### src/rtl/parity_frame_arbiter_if.sv
// Purpose : Bundles the two requester handshakes and the serial-line outputs
//           of parity_frame_arbiter.
// Modports: master - requester side (drives valid/word/parity_control,
//                    observes ready and the line outputs)
//           slave  - arbiter side (the design itself)
// Signals :
//   req0_valid / req1_valid                    requester has a word
//   req0_word / req1_word                      8-bit data word
//   req0_parity_control / req1_parity_control  0 = even, 1 = odd parity
//   req0_ready / req1_ready                    word accepted when valid also high
//   ser_out                                    serial line, idle high
//   ser_busy                                   frame in progress
//   frame_done                                 pulse on the final stop-bit clock
//   grant_id                                   owner of the current/last frame
interface parity_frame_arbiter_if;
    logic       req0_valid;
    logic       req1_valid;
    logic [7:0] req0_word;
    logic [7:0] req1_word;
    logic       req0_parity_control;
    logic       req1_parity_control;
    logic       req0_ready;
    logic       req1_ready;
    logic       ser_out;
    logic       ser_busy;
    logic       frame_done;
    logic       grant_id;

    modport master (
        output req0_valid, req1_valid, req0_word, req1_word,
               req0_parity_control, req1_parity_control,
        input  req0_ready, req1_ready, ser_out, ser_busy, frame_done, grant_id
    );

    modport slave (
        input  req0_valid, req1_valid, req0_word, req1_word,
               req0_parity_control, req1_parity_control,
        output req0_ready, req1_ready, ser_out, ser_busy, frame_done, grant_id
    );
endinterface

### src/rtl/parity_frame_arbiter.sv
// Purpose : Two-requester arbiter that serialises one accepted 8-bit word at a
//           time as start(0), data bits LSB first, parity, stop(1), each bit
//           held BIT_CYCLES clocks, optionally followed by GAP_CYCLES idle-high
//           clocks.
// Ports   : clk    rising-edge clock
//           rst_n  asynchronous active-low reset
//           bus    parity_frame_arbiter_if.slave (handshakes + line outputs)
// Params  : BIT_CYCLES 1..255, GAP_CYCLES 0..255
// Macro   : PARITY_ARB_ROUND_ROBIN_EN - when defined, contention is resolved
//           round-robin (the requester other than the last accepted one wins);
//           when undefined, requester 0 always wins.
//
// state    | meaning
// ---------+---------------------------------------------------
// S_IDLE   | line high, ready offered to the selected requester
// S_START  | start bit (0)
// S_DATA   | data bits 0..7, LSB first
// S_PARITY | parity bit
// S_STOP   | stop bit (1); frame_done on its last clock
// S_GAP    | idle-high spacing before the next acceptance
module parity_frame_arbiter #(
    parameter int unsigned BIT_CYCLES = 1,
    parameter int unsigned GAP_CYCLES = 0
) (
    input  logic                   clk,
    input  logic                   rst_n,
    parity_frame_arbiter_if.slave  bus
);

    typedef enum logic [2:0] {
        S_IDLE,
        S_START,
        S_DATA,
        S_PARITY,
        S_STOP,
        S_GAP
    } state_t;

    // Down-counter reload values; GAP_LOAD is only used when GAP_CYCLES > 0.
    localparam logic [7:0] BIT_LOAD = 8'(BIT_CYCLES - 1);
    localparam logic [7:0] GAP_LOAD = 8'(GAP_CYCLES - 1);

    state_t     state_q, state_d;
    logic [7:0] cnt_q, cnt_d;
    logic [2:0] bit_idx_q, bit_idx_d;
    logic [7:0] shift_q, shift_d;
    logic       parity_q, parity_d;
    logic       grant_q, grant_d;

    logic       idle;
    logic       sel;
    logic       accept;
    logic       tc;
    logic       ser;

    assign idle = (state_q == S_IDLE);
    assign tc   = (cnt_q == 8'd0);

`ifdef PARITY_ARB_ROUND_ROBIN_EN
    // Holds the last accepted requester; resets to 1 so requester 0 wins first.
    logic last_q;

    assign sel = (bus.req0_valid && bus.req1_valid) ? ~last_q : bus.req1_valid;

    always_ff @(posedge clk or negedge rst_n) begin
        if (!rst_n) begin
            last_q <= 1'b1;
        end else if (accept) begin
            last_q <= sel;
        end
    end
`else
    assign sel = ~bus.req0_valid & bus.req1_valid;
`endif

    assign bus.req0_ready = idle & ~sel;
    assign bus.req1_ready = idle &  sel;
    assign accept         = idle & (sel ? bus.req1_valid : bus.req0_valid);

    always_ff @(posedge clk or negedge rst_n) begin
        if (!rst_n) begin
            state_q   <= S_IDLE;
            cnt_q     <= 8'd0;
            bit_idx_q <= 3'd0;
            shift_q   <= 8'd0;
            parity_q  <= 1'b0;
            grant_q   <= 1'b0;
        end else begin
            state_q   <= state_d;
            cnt_q     <= cnt_d;
            bit_idx_q <= bit_idx_d;
            shift_q   <= shift_d;
            parity_q  <= parity_d;
            grant_q   <= grant_d;
        end
    end

    always_comb begin
        state_d   = state_q;
        cnt_d     = cnt_q;
        bit_idx_d = bit_idx_q;
        shift_d   = shift_q;
        parity_d  = parity_q;
        grant_d   = grant_q;

        unique case (state_q)
            S_IDLE: begin
                if (accept) begin
                    state_d = S_START;
                    cnt_d   = BIT_LOAD;
                    grant_d = sel;
                    if (sel) begin
                        shift_d  = bus.req1_word;
                        parity_d = ^bus.req1_word ^ bus.req1_parity_control;
                    end else begin
                        shift_d  = bus.req0_word;
                        parity_d = ^bus.req0_word ^ bus.req0_parity_control;
                    end
                end
            end
            S_START: begin
                if (tc) begin
                    state_d   = S_DATA;
                    cnt_d     = BIT_LOAD;
                    bit_idx_d = 3'd0;
                end else begin
                    cnt_d = cnt_q - 8'd1;
                end
            end
            S_DATA: begin
                if (tc) begin
                    cnt_d = BIT_LOAD;
                    if (bit_idx_q == 3'd7) begin
                        state_d = S_PARITY;
                    end else begin
                        bit_idx_d = bit_idx_q + 3'd1;
                        shift_d   = shift_q >> 1;
                    end
                end else begin
                    cnt_d = cnt_q - 8'd1;
                end
            end
            S_PARITY: begin
                if (tc) begin
                    state_d = S_STOP;
                    cnt_d   = BIT_LOAD;
                end else begin
                    cnt_d = cnt_q - 8'd1;
                end
            end
            S_STOP: begin
                if (tc) begin
                    if (GAP_CYCLES > 0) begin
                        state_d = S_GAP;
                        cnt_d   = GAP_LOAD;
                    end else begin
                        state_d = S_IDLE;
                    end
                end else begin
                    cnt_d = cnt_q - 8'd1;
                end
            end
            S_GAP: begin
                if (tc) begin
                    state_d = S_IDLE;
                end else begin
                    cnt_d = cnt_q - 8'd1;
                end
            end
            default: begin
                state_d = S_IDLE;
            end
        endcase
    end

    // Line is decoded from registered state only, so the async reset drives it
    // high immediately.
    always_comb begin
        ser = 1'b1;
        case (state_q)
            S_START:  ser = 1'b0;
            S_DATA:   ser = shift_q[0];
            S_PARITY: ser = parity_q;
            default:  ser = 1'b1;
        endcase
    end

    assign bus.ser_out    = ser;
    assign bus.ser_busy   = ~idle;
    assign bus.frame_done = (state_q == S_STOP) & tc;
    assign bus.grant_id   = grant_q;

endmodule

### src/flat_wrapper.sv
// flat-port wrapper written by rule: the top's interface ports become plain ports
module parity_frame_arbiter_flat 
#(
    parameter int unsigned BIT_CYCLES = 1,
    parameter int unsigned GAP_CYCLES = 0
)
  (clk, rst_n, bus_req0_valid, bus_req1_valid, bus_req0_word, bus_req1_word, bus_req0_parity_control, bus_req1_parity_control, bus_req0_ready, bus_req1_ready, bus_ser_out, bus_ser_busy, bus_frame_done, bus_grant_id);
  parity_frame_arbiter_if bus_i ();
  input  logic clk;
  input  logic rst_n;
  input wire logic [$bits(bus_i.req0_valid)-1:0] bus_req0_valid;
  input wire logic [$bits(bus_i.req1_valid)-1:0] bus_req1_valid;
  input wire logic [$bits(bus_i.req0_word)-1:0] bus_req0_word;
  input wire logic [$bits(bus_i.req1_word)-1:0] bus_req1_word;
  input wire logic [$bits(bus_i.req0_parity_control)-1:0] bus_req0_parity_control;
  input wire logic [$bits(bus_i.req1_parity_control)-1:0] bus_req1_parity_control;
  output wire logic [$bits(bus_i.req0_ready)-1:0] bus_req0_ready;
  output wire logic [$bits(bus_i.req1_ready)-1:0] bus_req1_ready;
  output wire logic [$bits(bus_i.ser_out)-1:0] bus_ser_out;
  output wire logic [$bits(bus_i.ser_busy)-1:0] bus_ser_busy;
  output wire logic [$bits(bus_i.frame_done)-1:0] bus_frame_done;
  output wire logic [$bits(bus_i.grant_id)-1:0] bus_grant_id;
  assign bus_i.req0_valid = bus_req0_valid;
  assign bus_i.req1_valid = bus_req1_valid;
  assign bus_i.req0_word = bus_req0_word;
  assign bus_i.req1_word = bus_req1_word;
  assign bus_i.req0_parity_control = bus_req0_parity_control;
  assign bus_i.req1_parity_control = bus_req1_parity_control;
  assign bus_req0_ready = bus_i.req0_ready;
  assign bus_req1_ready = bus_i.req1_ready;
  assign bus_ser_out = bus_i.ser_out;
  assign bus_ser_busy = bus_i.ser_busy;
  assign bus_frame_done = bus_i.frame_done;
  assign bus_grant_id = bus_i.grant_id;
  parity_frame_arbiter #(.BIT_CYCLES(BIT_CYCLES), .GAP_CYCLES(GAP_CYCLES)) u_core (.clk(clk), .rst_n(rst_n), .bus(bus_i));
endmodule
### config.mk
export PLATFORM = sky130hd
export DESIGN_NAME = parity_frame_arbiter_flat
export DESIGN_NICKNAME = d
export VERILOG_FILES = /design/src/rtl/parity_frame_arbiter_if.sv /design/src/rtl/parity_frame_arbiter.sv /design/src/flat_wrapper.sv
export SDC_FILE = /design/constraint.sdc
export NUM_CORES = 1
export LEC_CHECK = 0
export CAP_MARGIN = 30
export CORE_UTILIZATION = 53
export CTS_CLUSTER_DIAMETER = 150
export CTS_CLUSTER_SIZE = 40
export DETAILED_ROUTE_END_ITERATION = 8
export PLACE_DENSITY = 0.84
export SETUP_SLACK_MARGIN = 0.3
export SYNTH_ARGS = -nofsm -noshare
export SYNTH_HDL_FRONTEND = slang
export SYNTH_SLANG_ARGS = --single-unit
### constraint.sdc
create_clock -name clk -period 2.9 [get_ports clk]
set_clock_uncertainty 0.15 [all_clocks]
set_input_delay 0.58 -clock clk [delete_from_list [all_inputs] [get_ports clk]]
set_output_delay 0.58 -clock clk [all_outputs]
set_load 0.01 [all_outputs]
## Word level (Yosys, flattened, before mapping)

Index checks and enable logic that the tools add are counted.

- Bitwise logic cells: 10
- Eq/ne operators: 14
- Reduce and logical (&&, ||, !) cells: 14
- $add $sub $neg: 2
- Multiplexer cells: 22

Operators by type and width:

| operator | count |
|---|---|
| $mux W8 | 7 |
| $mux W3 | 8 |
| $pmux W8 S3 | 1 |
| $pmux W8 S2 | 1 |
| $reduce_xor A8 Y1 | 2 |
| $pmux W3 S5 | 1 |
| $ne A2 B1 Y1 const B | 5 |
| $eq A3 B3 Y1 const B | 3 |
| $logic_not A8 Y1 | 1 |
| $reduce_and A4 Y1 | 2 |
| $sub A8 B1 Y8 const B | 1 |
| $eq A3 B2 Y1 const B | 2 |
| $ne A2 B2 Y1 const B | 3 |
| $pmux W3 S2 | 1 |
| $reduce_and A6 Y1 | 1 |
| $and A1 B1 Y1 | 5 |
| $reduce_bool A2 Y1 | 2 |
| $add A3 B1 Y3 const B | 1 |
| $eq A3 B1 Y1 const B | 1 |
| $logic_not A3 Y1 | 1 |
| $not A1 Y1 | 3 |
| $pmux W1 S3 | 1 |
| $reduce_and A3 Y1 | 1 |
| $reduce_bool A3 Y1 | 1 |
| 5 further kinds | 7 |

- Logic and storage cells: 68
- Bits of input ports: 22
- Flip-flop bits (word level): 24

## Logic depth before layout (Yosys ltp)

Gate-level depths: netlist (run 1).

- Word-level depth: 6
- Mapped depth: 6
- Depth with buffers taken out: 6

## Least setup slack after synthesis (run 1)

Ideal clock, no wire load.

- Kind: register to register
- Start: register u_core.cnt_q[0]
- End: register u_core.shift_q[0]
- Path buffers: 0
- Stages on the path, launching flop included: 7
- Library setup time: 0.125 ns
- Path slack: 0.695 ns
- Arrival time: 1.930 ns
- Required time: 2.625 ns
- Cell sequence: dfrtp_1 -> inv_1 -> ha_1 -> nor3b_1 -> nand4_2 -> a211oi_4 -> mux2_2

- Word-level cells in the longest chain between the ends: 3

Ends and longest elaborated chain:

| item | line | RTL |
|---|---|---|
| start: declaration | parity_frame_arbiter.sv:44 | `logic [7:0] cnt_q, cnt_d;` |
| start signal: assignment | parity_frame_arbiter.sv:90 | `cnt_q <= cnt_d;` |
| $logic_not A8 Y1 | parity_frame_arbiter.sv:57 | `assign tc = (cnt_q == 8'd0);` |
| $ne A2 B1 Y1 (no source line) | - |  |
| $reduce_and A4 Y1 (no source line) | - |  |
| end signal: assignment | parity_frame_arbiter.sv:92 | `shift_q <= shift_d;` |
| end: declaration | parity_frame_arbiter.sv:46 | `logic [7:0] shift_q, shift_d;` |

No other way between the ends.
A chain may end at the register's enable or synchronous reset.

## Worst setup path in the final report (run 1)

- Start: register u_core.state_q[0]
- End: output bus_ser_out

- Word-level cells in the longest chain between the ends: 2
- Elaborated cells between the ends (all ways): 4
- Classes of those cells: eq/ne (3); mux (1)

Ends and longest elaborated chain:

| item | line | RTL |
|---|---|---|
| start: declaration | parity_frame_arbiter.sv:43 | `state_t state_q, state_d;` |
| start signal: assignment | parity_frame_arbiter.sv:89 | `state_q <= state_d;` |
| $eq A3 B2 Y1 / $eq A3 B1 Y1 (equally long branches) | parity_frame_arbiter.sv:180 | `case (state_q)` |
| $pmux W1 S3 (*) | parity_frame_arbiter.sv:180 |  |
| end: declaration | flat_wrapper.sv:19 | `output wire logic [$bits(bus_i.ser_out)-1:0] bus_ser_out;` |

Every way passes the cells marked *; elsewhere a longest branch is shown, timed or not.

==> results of run 1 <==
-- layout make-up --
class | count | share of cell area [%]
Tap cell | 31 | 1.85
Clock buffer | 4 | 1.73
Timing Repair Buffer | 39 | 17.2
Inverter | 7 | 1.25
Sequential cell | 24 | 28.6
Multi-Input combinational cell | 133 | 49.3
-- Yosys cell counts (all sizes together) (2+ instances only) --
cell type | instances | area share, %
o211ai | 5 | 2.3
o22ai | 2 | 0.76
xnor3 | 2 | 2.7
nand4 | 2 | 1.1
ha | 4 | 3.0
nor4 | 2 | 1.7
buf | 3 | 0.83
or3b | 3 | 1.6
nor2b | 4 | 1.5
inv | 7 | 1.6
or2 | 2 | 0.76
a211oi | 3 | 2.1
a22o | 2 | 1.1
nand2b | 6 | 2.3
nand2 | 6 | 1.4
mux2i | 9 | 5.4
a21oi | 12 | 3.6
dfrtp | 24 | 36
clkbuf | 3 | 0.68
xnor2 | 6 | 3.2
xor2 | 4 | 2.1
nor3 | 4 | 1.2
mux2 | 9 | 6.1
o21ai | 9 | 3.4
nor2 | 16 | 3.6
o221ai | 3 | 1.6
and2 | 2 | 0.76
nand3 | 9 | 2.7
-- cell families (layout without fill, tap and decap cells) --
logic type | after synthesis | in the layout | share of synthesized area, %
xor gates and xnor gates | 13 | 13 | 9.45
muxes | 18 | 18 | 11.6
buffers and inverters | 13 | 50 | 3.10
AOI/OAI and AO/OA | 38 | 38 | 15.8
DFF | 24 | 24 | 36.3
and+or+nand+nor | 60 | 60 | 20.7
adders and majority gates | 4 | 4 | 3.03
-- where the power goes --
part	leakage (nW)	switching (mW)	internal, mW	total [mW]
Sequential	0.263	0.00117	0.336	0.337
Combinational	0.599	0.0432	0.0672	0.110
Clock	0.0210	0.105	0.0768	0.182
Total	0.883	0.149	0.480	0.629
-- sequential cells by signal, indices dropped and copies added (netlist names) --
name,cells
u_core.cnt_q,8
u_core.shift_q,8
u_core.bit_idx_q,3
u_core.state_q,3
u_core.bus.grant_id,1
u_core.parity_q,1
-- per-stage QoR --
step | power [mW] | setup WS (ps) | cell area [µm²] | hold WS (ps)
after global placement | 0.448 | 228 | 2000 | 337
after detailed placement | 0.452 | 213 | 2000 | 345
after CTS | 0.627 | 202 | 2060 | 380
after floorplan | 0.398 | 695 | 1650 | 134
final | 0.629 | 395 | 2100 | 378
after global routing | 0.649 | 321 | 2100 | 392
-- per-layer routing --
layer  global-route usage, %  part of all wire [%]  wire length (µm)
met5                       0                     0                 0
met4                    10.5                   3.4               140
met3                    3.57                   6.3               261
met2                    45.6                    47              1950
met1                    34.9                    43              1780
-- final timing paths --
path / slack (ps) / cells after the start / start / to
worst min-delay path: 380 / 2 / u_core.bus.grant_id / u_core.bus.grant_id
min in group asynchronous: 430 / 2 / rst_n / u_core.cnt_q[1]
max in group asynchronous: 1920 / 2 / rst_n / u_core.state_q[1]
worst max-delay path: 390 / 5 / u_core.state_q[0] / bus_ser_out
worst max register to register: 470 / 7 / u_core.cnt_q[0] / u_core.shift_q[5]
worst min register to register: 380 / 2 / u_core.bus.grant_id / u_core.bus.grant_id
-- critical path, cell delays in order, from the launching register on --
cell and delay, ps:
dfrtp_1 410, buf_4 180, nand2b_1 190, o21ai_1 130
nand2b_1 70, clkdlybuf4s50_1 480
-- timing repair --
item | 4_1_cts | 5_1_grt
setup buffers | 0 | 4
gates cloned | 0 | 0
resized for setup | 9 | 5
hold endpoints to repair | 0 | 0
setup endpoints to repair | 4 | 4
==> impl_metrics.yaml, run 1 <==
power:
  p_per_area_nw_per_um2: 299
  p_leak_nw: 0.883
  ir_drop_v: 0.000210
worst_setup_path:
  worst_ep_required_time_ps: 2170
  end_kind: "output pin"
  critPathMaxFanout: 10
  worstSetupPathType: "flop to output pin"
  crit_arrival_ps: 1780
  startpoint_type: "flop"
grt:
  grt_max_degree: 25
  antenna_found_initial: 0
  grt_pass1_wl_um: 6720
  grt_overflow: 0
  grt_pass1_vias: 1399
  grt.total_usage_pct: 26.8
cells_and_area:
  fillers: 209
  layout_common_cells: "clkdlybuf4s50_1 (24), dfrtp_1 (23), nor2_1 (15), a21oi_1 (12), buf_4 (12)"
  multiInputGateArea_um2: 1040
  final_common_cell: "clkdlybuf4s50_1"
  drive_above_1_share_pct: 19.8
  num-nets-final: 234
  syn2layout_area_growth_pct: 27.1
  fin_cells: 238
  seqCellArea_um2: 602
  post-route-util_pct: 73.7
  diodes: 0
floorplanning:
  io_pins: 28
  design.core.area_um2: 2850
  fp.dieH_um: 57.9
  die_x_um: 57.9
  rows: 19
  initial_core_util_pct: 58.0
  die-area_um2: 3350
drt:
  wl_um: 4130
  antenna_left: 0
  firstDrtPassIters: 6
  route.detailed.drc: 5
  vias: 1454
  viasPerCell: 6.11
  detail_route.iter0.violations: 74
  wl_per_cell_um: 17.3
status:
  violations: "DRC"
  outcome: "complete, but fails checks"
logic_synthesis:
  yosys_register_bits: 24
  seq_area_frac_synth_pct: 36.3
  ys.warnings.count: 0
  synth_cells: 170
  syn_nets: 196
  synth_top_flop_cell: "dfrtp_1"
  synth_area_per_cell_um2: 9.73
  syn_area_um2: 1650
  yosysUniqueCellTypes: 40
  synth-edff-count: 0
  async_reset_ff_share_pct: 100
timing:
  rsz0062_at_grt: "no"
  max_freq_mhz: 399
  tns_ps: 0
  worstMarginPinSlew_ps: 616
  post-route-period-util_pct: 86.4
  finalSetupViolCount: 0
  min_period_ps: 2510
  timing.slew.headroom_pct: 58.9
  finalMaxSlewViolations: 0
  hold_viol_final: 0
clock_tree:
  cts_tree: "built"
  clkSlewWorstSetupHoldPaths_ps: 140
  root_buffer: "clkbuf_4"
  cts_max_path_buffers: 2
  cts_buffers: 3
  clock_latency_ps: 330
  cts_sinks: 24
  hold_buffers: 0
  htree_levels: 1
placed_design:
  dp.cells: 230
  port_buffers: 27
  dp_hpwl_um: 2920
  gp_congestion: 0.960
job:
  max_cap_viol_count: 0
min_path:
  hp-class: "flop to flop"
(Power assumes the default switching activity.)
==> run 2: changes to the inputs <==
--- a/config.mk
+++ b/config.mk
@@ -6,6 +6,7 @@
 export NUM_CORES = 1
 export LEC_CHECK = 0
 export CAP_MARGIN = 30
+export CORE_MARGIN = 5
 export CORE_UTILIZATION = 53
 export CTS_CLUSTER_DIAMETER = 150
 export CTS_CLUSTER_SIZE = 40
==> impl_metrics.yaml, run 2 (same netlist as run 1, synthesis figures left out) <==
timing:
  max_freq_mhz: 403
  rsz0062_at_grt: "no"
  worstMarginPinSlew_ps: 652
  min_period_ps: 2480
  post-route-period-util_pct: 85.6
  whs_ps: 372
  timing.slew.headroom_pct: 56.5
  hold_viol_final: 0
  finalMaxSlewViolations: 0
  tns_ps: 0
  finalSetupViolCount: 0
worst_setup_path:
  startpoint_type: "flop"
  critPathMaxFanout: 6
  crit_arrival_ps: 1750
  end_kind: "output pin"
  cp_cell_sequence: "buf_4 > buf_4 > nor2_1 > nand2_1 > nor2_1 > dlygate4sd2_1"
  worstSetupPathType: "flop to output pin"
  worst_ep_required_time_ps: 2170
  slowest_stage: "dfrtp_2"
  rrSetupSlack_ps: 540
  cp_slowest_stage_delay_ps: 490
drt:
  antenna_left: 0
  route.detailed.drc: 0
  detail_route.iter0.violations: 93
  firstDrtPassIters: 4
  wl_um: 4290
  vias: 1497
  wl_per_cell_um: 16.9
  viasPerCell: 5.89
clock_tree:
  clock_latency_ps: 330
  hold_buffers: 0
  cts_max_path_buffers: 2
  cts_tree: "built"
  root_buffer: "clkbuf_4"
  cts_sinks: 24
  clkSlewWorstSetupHoldPaths_ps: 150
  htree_levels: 1
  cts_buffers: 3
power:
  ir_drop_v: 0.000139
  finalPower_uw: 599
  p_leak_nw: 0.904
  p_per_area_nw_per_um2: 281
grt:
  grt.total_usage_pct: 19.3
  grt_max_degree: 25
  antenna_found_initial: 0
  grt_pass1_vias: 1524
  grt_pass1_wl_um: 6560
  grt_overflow: 0
cells_and_area:
  drive_above_1_share_pct: 21.0
  num-nets-final: 238
  seqCellArea_um2: 603
  reg.largest.list: "u_core.cnt_q: 8 flops, u_core.shift_q: 8 flops"
  final_common_cell: "clkdlybuf4s50_1"
  syn2layout_area_growth_pct: 28.9
  fin_cells: 254
  fillers: 220
  diodes: 0
  post-route-util_pct: 70.4
  multiInputGateArea_um2: 1030
  layout_common_cells: "clkdlybuf4s50_1 (24), dfrtp_1 (22), nor2_1 (16), buf_4 (16), a21oi_1 (12)"
floorplanning:
  initial_core_util_pct: 54.6
  rows: 20
  die_x_um: 65.9
  fp.dieH_um: 65.9
  design.core.area_um2: 3030
  io_pins: 28
  die-area_um2: 4340
placed_design:
  port_buffers: 27
  dp_hpwl_um: 3050
  gp_congestion: 0.884
  dp.cells: 241
job:
  max_cap_viol_count: 0
status:
  outcome: "finished, final reports clean"
min_path:
  hp-class: "flop to flop"
-- run 2: cell type report --
type	instances	share of cell area [%]
Tap cell	44	2.58
Sequential cell	24	28.3
Timing Repair Buffer	43	18.3
Clock buffer	3	1.06
Inverter	7	1.23
Multi-Input combinational cell	133	48.5
-- run 2: final timing paths --
check / startpoint / depth (start not counted) / end
worst max-delay path: u_core.state_q[1] / 6 / bus_frame_done
min in group asynchronous: rst_n / 2 / u_core.bus.grant_id
worst min register to register: u_core.bit_idx_q[1] / 1 / u_core.bit_idx_q[1]
worst min-delay path: u_core.bit_idx_q[1] / 1 / u_core.bit_idx_q[1]
max in group asynchronous: rst_n / 2 / u_core.shift_q[1]
worst max register to register: u_core.cnt_q[0] / 7 / u_core.shift_q[3]
-- run 2: metrics by stage --
step | area, µm² | worst slack (ps)
final | 2130 | 419
after global routing | 2130 | 302
after CTS | 2050 | 204
after detailed placement | 2000 | 191
after global placement | 2000 | 219
after floorplan | 1650 | 695
-- run 2: per-layer routing --
layer | vias up | global-route usage [%] | routed length, µm | share of wire, %
met5 | - | 0 | 0 | 0
met1 | 728 | 20.5 | 1660 | 39
met3 | 7 | 3.23 | 244 | 5.7
li1 | 700 | - | - | -
met2 | 62 | 37.5 | 2330 | 54
met4 | 0 | 6.48 | 63 | 1.5
-- run 2: timing repair --
action / CTS / global route
cloned: 0 / 0
gates resized for setup: 9 / 3
buffers inserted: 0 / 10
pin swaps: 0 / 1
setup endpoints to repair: 4 / 3
-- run 2: worst max-delay path: cells and delay by family (launching register included) --
kind	cells	cell delay, ps
DFF	1	490
buffers and inverters	3	580
and+or+nand+nor	3	350
-- run 2: report_power, final --
group	switching, mW	internal, mW	total, mW
Sequential	0.000835	0.336	0.337
Clock	0.103	0.0488	0.152
Combinational	0.0446	0.0663	0.111
Total	0.148	0.451	0.599
